<file path="src/rtl/data_mem_controller.sv">
// Multi-channel arbiter between per-thread LSU load/store ports and data memory.
// Each channel claims one consumer, runs one memory transaction, then relays the response back.
module data_mem_controller #(
  parameter int ADDR_BITS     = 8,
  parameter int DATA_BITS     = 8,
  parameter int NUM_CONSUMERS = 4,
  parameter int NUM_CHANNELS  = 1
) (
  input  logic                                     clk,
  input  logic                                     reset,
  input  logic [NUM_CONSUMERS-1:0]                 consumer_read_valid,
  input  logic [NUM_CONSUMERS-1:0][ADDR_BITS-1:0]  consumer_read_address,
  output logic [NUM_CONSUMERS-1:0]                 consumer_read_ready,
  output logic [NUM_CONSUMERS-1:0][DATA_BITS-1:0]  consumer_read_data,
  input  logic [NUM_CONSUMERS-1:0]                 consumer_write_valid,
  input  logic [NUM_CONSUMERS-1:0][ADDR_BITS-1:0]  consumer_write_address,
  input  logic [NUM_CONSUMERS-1:0][DATA_BITS-1:0]  consumer_write_data,
  output logic [NUM_CONSUMERS-1:0]                 consumer_write_ready,
  output logic [NUM_CHANNELS-1:0]                  mem_read_valid,
  output logic [NUM_CHANNELS-1:0][ADDR_BITS-1:0]   mem_read_address,
  input  logic [NUM_CHANNELS-1:0]                  mem_read_ready,
  input  logic [NUM_CHANNELS-1:0][DATA_BITS-1:0]   mem_read_data,
  output logic [NUM_CHANNELS-1:0]                  mem_write_valid,
  output logic [NUM_CHANNELS-1:0][ADDR_BITS-1:0]   mem_write_address,
  output logic [NUM_CHANNELS-1:0][DATA_BITS-1:0]   mem_write_data,
  input  logic [NUM_CHANNELS-1:0]                  mem_write_ready
);

  // state          | meaning
  // IDLE           | free, arbitrating among unclaimed requesters
  // READ_WAITING   | memory read issued, waiting for mem_read_ready
  // WRITE_WAITING  | memory write issued, waiting for mem_write_ready
  // READ_RELAYING  | read ready/data held until consumer drops read valid
  // WRITE_RELAYING | write ready held until consumer drops write valid
  typedef enum logic [2:0] {
    IDLE,
    READ_WAITING,
    WRITE_WAITING,
    READ_RELAYING,
    WRITE_RELAYING
  } state_t;

  localparam int IW = (NUM_CONSUMERS > 1) ? $clog2(NUM_CONSUMERS) : 1;

  state_t        state   [NUM_CHANNELS];
  state_t        state_n [NUM_CHANNELS];
  logic [IW-1:0] idx     [NUM_CHANNELS];
  logic [IW-1:0] idx_n   [NUM_CHANNELS];

  logic [NUM_CONSUMERS-1:0] claimed, claimed_n, taken;
  logic                     found;
  logic [IW-1:0]            pick;

  logic [NUM_CONSUMERS-1:0]                 crr_n, cwr_n;
  logic [NUM_CONSUMERS-1:0][DATA_BITS-1:0]  crd_n;
  logic [NUM_CHANNELS-1:0]                  mrv_n, mwv_n;
  logic [NUM_CHANNELS-1:0][ADDR_BITS-1:0]   mra_n, mwa_n;
  logic [NUM_CHANNELS-1:0][DATA_BITS-1:0]   mwd_n;

  always_ff @(posedge clk or negedge reset) begin
    if (!reset) begin
      for (int c = 0; c < NUM_CHANNELS; c++) begin
        state[c] <= IDLE;
        idx[c]   <= '0;
      end
      claimed              <= '0;
      consumer_read_ready  <= '0;
      consumer_read_data   <= '0;
      consumer_write_ready <= '0;
      mem_read_valid       <= '0;
      mem_read_address     <= '0;
      mem_write_valid      <= '0;
      mem_write_address    <= '0;
      mem_write_data       <= '0;
    end else begin
      for (int c = 0; c < NUM_CHANNELS; c++) begin
        state[c] <= state_n[c];
        idx[c]   <= idx_n[c];
      end
      claimed              <= claimed_n;
      consumer_read_ready  <= crr_n;
      consumer_read_data   <= crd_n;
      consumer_write_ready <= cwr_n;
      mem_read_valid       <= mrv_n;
      mem_read_address     <= mra_n;
      mem_write_valid      <= mwv_n;
      mem_write_address    <= mwa_n;
      mem_write_data       <= mwd_n;
    end
  end

  always_comb begin
    state_n   = state;
    idx_n     = idx;
    claimed_n = claimed;
    taken     = claimed;
    found     = 1'b0;
    pick      = '0;
    crr_n     = consumer_read_ready;
    crd_n     = consumer_read_data;
    cwr_n     = consumer_write_ready;
    mrv_n     = mem_read_valid;
    mra_n     = mem_read_address;
    mwv_n     = mem_write_valid;
    mwa_n     = mem_write_address;
    mwd_n     = mem_write_data;

    // Channels resolve in ascending order; taken carries this cycle's picks upward.
    for (int c = 0; c < NUM_CHANNELS; c++) begin
      found = 1'b0;
      pick  = '0;
      case (state[c])
        IDLE: begin
          for (int i = 0; i < NUM_CONSUMERS; i++) begin
            if (!found && (consumer_read_valid[i] || consumer_write_valid[i]) && !taken[i]) begin
              found = 1'b1;
              pick  = IW'(i);
            end
          end
          if (found) begin
            taken[pick]     = 1'b1;
            claimed_n[pick] = 1'b1;
            idx_n[c]        = pick;
            if (consumer_read_valid[pick]) begin
              mrv_n[c]   = 1'b1;
              mra_n[c]   = consumer_read_address[pick];
              state_n[c] = READ_WAITING;
            end else begin
              mwv_n[c]   = 1'b1;
              mwa_n[c]   = consumer_write_address[pick];
              mwd_n[c]   = consumer_write_data[pick];
              state_n[c] = WRITE_WAITING;
            end
          end
        end
        READ_WAITING: begin
          if (mem_read_ready[c]) begin
            mrv_n[c]       = 1'b0;
            crr_n[idx[c]]  = 1'b1;
            crd_n[idx[c]]  = mem_read_data[c];
            state_n[c]     = READ_RELAYING;
          end
        end
        WRITE_WAITING: begin
          if (mem_write_ready[c]) begin
            mwv_n[c]      = 1'b0;
            cwr_n[idx[c]] = 1'b1;
            state_n[c]    = WRITE_RELAYING;
          end
        end
        READ_RELAYING: begin
          if (!consumer_read_valid[idx[c]]) begin
            crr_n[idx[c]]     = 1'b0;
            claimed_n[idx[c]] = 1'b0;
            state_n[c]        = IDLE;
          end
        end
        WRITE_RELAYING: begin
          if (!consumer_write_valid[idx[c]]) begin
            cwr_n[idx[c]]     = 1'b0;
            claimed_n[idx[c]] = 1'b0;
            state_n[c]        = IDLE;
          end
        end
        default: state_n[c] = IDLE;
      endcase
    end
  end

endmodule

</file>
<file path="config.mk">
export PLATFORM = sky130hd
export DESIGN_NAME = data_mem_controller
export DESIGN_NICKNAME = d
export VERILOG_FILES = /design/src/rtl/data_mem_controller.sv
export SDC_FILE = /design/constraint.sdc
export NUM_CORES = 1
export LEC_CHECK = 0
export CAP_MARGIN = 20
export CELL_PAD_IN_SITES_DETAIL_PLACEMENT = 1
export CELL_PAD_IN_SITES_GLOBAL_PLACEMENT = 2
export CORE_MARGIN = 3
export CORE_UTILIZATION = 26
export CTS_BUF_LIST = sky130_fd_sc_hd__clkbuf_8 sky130_fd_sc_hd__clkbuf_16
export CTS_CLUSTER_DIAMETER = 100
export DETAILED_ROUTE_END_ITERATION = 12
export PLACE_DENSITY_LB_ADDON = 0.1
export SETUP_SLACK_MARGIN = 0.2
export SLEW_MARGIN = 10
export SYNTH_ARGS = -nofsm -noshare
export SYNTH_HDL_FRONTEND = slang
export SYNTH_SLANG_ARGS = --single-unit
</file>
<file path="constraint.sdc">
create_clock -name clk -period 3.8 [get_ports clk]
set_input_delay 0.57 -clock clk [delete_from_list [all_inputs] [get_ports clk]]
set_output_delay 0.57 -clock clk [all_outputs]
set_load 0.02 [all_outputs]
</file>
==> metrics.yaml <==
timing:
  worst_pin_slew_ns: 0.9690
  clock_skew_ns: 0.006971
  setup_violations: 0
  relSlewSlack_pct: 35.40
  fmax_mhz: 406.5
  hold_viol: 0
  setup_tns_ns: 0
  period_needed_ns: 2.460
  grt_setup_unrepaired: "no"
  period_share_pct: 64.74
  slew_violations: 0
cells_and_area:
  drive_gt1_share_pct: 16.94
  num-fill-cells: 1495
  n_antenna_cell: 0
  fin_nets: 609
  mostFrequentLayoutCells: "clkdlybuf4s50_1 (180), dfrtp_1 (75), nand2_1 (53)"
  finalCoreUtilization_pct: 43.81
  final_common_cell: "clkdlybuf4s50_1"
  stdcell_count: 672
  area_growth_syn_to_layout_pct: 61.19
synthesis:
  synth_largest_type_area_fraction_pct: 50.93
  synth_fp_nets: 429
  synth_cell_types: 42
  syn_area_per_cell_um2: 11.77
  syn-cell-area_um2: 3685
  synth-seq-cells: 75
  seq_area_frac_synth_pct: 50.93
  ys_top_cells_by_area: "dfrtp_1 (51%), mux2_2 (12%), a222oi_1 (6.8%), nand2_1 (5.4%), mux2_4 (3.7%)"
  ys_warn_count: 0
  synth_cells: 313
  synth_top_area_cell: "dfrtp_1"
pwr:
  peakVddDrop_mv: 0.3059
  cellPowerDensity_nw_per_um2: 819.0
  p_leak_uw: 0.002467
  finalPower_uw: 4865
global_routing:
  antenna_found_initial: 0
  grt_overflow: 0
  grt_pass1_wl_mm: 20.43
  globalRouteTotalUtil_pct: 16.59
  grt_max_degree: 76
  grt_pass1_vias: 3742
drt:
  drtAntennaViolNets: 0
  wl_mm: 12.95
  drc: 0
  vias: 3385
  first_pass_iters: 6
  routedWlPerCell_um: 19.27
  via_per_inst: 5.037
  drt_iter0_drc: 232
setup_path:
  slowest_stage: "clkdlybuf4s50_1"
  crit_type: "in2reg"
  crit_family: "compound AO/OA/AOI/OAI gates"
  critical_path_required_ns: 4.02
  worstPathCellList: "clkdlybuf4s50_1, o21bai_1, o31ai_4, o2bb2ai_2, nor2_4, mux2_2"
  critPathLaunchType: "primary input"
  cp.arrival_ns: 2.68
  critPathMaxStageDelay_ns: 0.52
  critPathBufInv: 1
  crit_path_max_fanout: 17
  end_kind: "flip-flop"
outcome:
  status: "completed"
clock_tree:
  cts_buffers: 9
  cts_tree: "done"
  cts_resized: 0
  post_cts_buffers: 0
  clock_sinks: 75
  cts_buffer_depth: 2
  path_clk_slew_ns: 0.06
  clk_latency_ns: 0.34
  ctsHtreeMaxLevel: 3
  hold_buffers: 0
  cts_root_buffer: "clkbuf_16"
run:
  maxCapViolations: 0
floorplanning:
  core_um2: 13560
  fp.dieW_um: 125.0
  die_area_um2: 15640
  chipHeight_um: 125.0
  rows: 42
  start_util_pct: 27.18
  io_pins: 182
placement:
  hpwl_mm: 9.613
  gp_congestion: 0.8265
  dp.cells: 658
  portBuffers: 181
hold_path:
  min_path_type: "in2async"
[stage by stage]
step / hold slack [ns] / setup slack, ns / cell area [um2]
after floorplan: 0.2744 / 1.837 / 3685
after global placement: 0.4842 / 0.9611 / 5669
after detailed placement: 0.4890 / 0.8473 / 5669
after CTS: 0.4355 / 1.215 / 5937
after global routing: 0.4575 / 1.216 / 5939
final: 0.3993 / 1.340 / 5939
[worst paths after layout]
| check | startpoint | to | slack, ns | cells after the start |
|---|---|---|---|---|
| max | consumer_read_valid[0] | mem_write_data[3]$_DFFE_PN0P_ | 1.34 | 6 |
| min | reset | consumer_read_data[11]$_DFFE_PN0P_ | 0.40 | 1 |
| max reg2reg | state[1]$_DFFE_PN0P_ | mem_write_data[3]$_DFFE_PN0P_ | 1.48 | 4 |
| min reg2reg | flip-flop | flip-flop | 0.50 | 1 |
| max in group asynchronous | reset | mem_write_address[0]$_DFFE_PN0P_ | 2.79 | 1 |
| min in group clk | flip-flop | flip-flop | 0.50 | 1 |
[metal layers]
metal / GRT usage (%) / wire length [um] / share of wire, %
met5: 0 / 0 / 0
met4: 4.464 / 170 / 1.3
met3: 6.994 / 1092 / 8.4
met2: 28.31 / 6417 / 50
met1: 19.22 / 5268 / 41
[cells in the mapped netlist]
| master | number |
|---|---|
| nor2_4 | 1 |
| o31ai_1 | 1 |
| a211oi_1 | 1 |
| nand4bb_1 | 1 |
| o21ba_1 | 1 |
| a31oi_1 | 3 |
| nor4bb_1 | 1 |
| nand4b_1 | 2 |
| dfrtp_1 | 75 |
| a21boi_0 | 1 |
| inv_1 | 4 |
| o21ai_0 | 7 |
| a221oi_1 | 1 |
| buf_6 | 3 |
| nor2b_1 | 3 |
| nor4_4 | 1 |
| a41oi_1 | 8 |
| mux2_4 | 9 |
| nand2_1 | 53 |
| clkbuf_1 | 11 |
| nor3_1 | 4 |
| or3_1 | 1 |
| o21ba_2 | 3 |
| a21oi_1 | 14 |
| o2111ai_1 | 1 |
| o21a_1 | 2 |
| mux4_2 | 2 |
| o32a_1 | 3 |
| buf_2 | 5 |
| a222oi_1 | 25 |
| or2_2 | 1 |
| a22oi_1 | 2 |
| nor3_2 | 2 |
| mux2_2 | 39 |
| o31ai_4 | 1 |
| nor4_1 | 1 |
| o2bb2ai_2 | 1 |
| o21bai_1 | 4 |
| o21ai_1 | 1 |
| nand3b_1 | 2 |
| nand2b_1 | 4 |
| nor2_1 | 8 |
[final cells by class]
| cell class | count | area, um2 | share of cell area, % |
|---|---|---|---|
| sequential | 75 | 1877 | 31.60 |
| timing repair buffer | 188 | 1862 | 31.35 |
| multi-input combinational | 215 | 1698 | 28.59 |
| clock buffer | 11 | 252.7 | 4.255 |
| tap | 176 | 220.2 | 3.708 |
| clock inverter | 3 | 15.01 | 0.2528 |
| inverter | 4 | 15.01 | 0.2528 |
[power breakdown]
part           internal (uW)  switching [uW]  total (uW)
Clock                    467             319         786
Sequential              1170             276        1450
Combinational           1310            1320        2630
Total                   2950            1920        4860
[cell families after synthesis]
group	count (synthesis)	synth area share, %
mux	50	16.81
compound gates	80	17.79
flops	75	50.93
buf+inv	23	3.124
simple gates	85	11.34
Note: power is estimated with default switching activity, not from simulation.
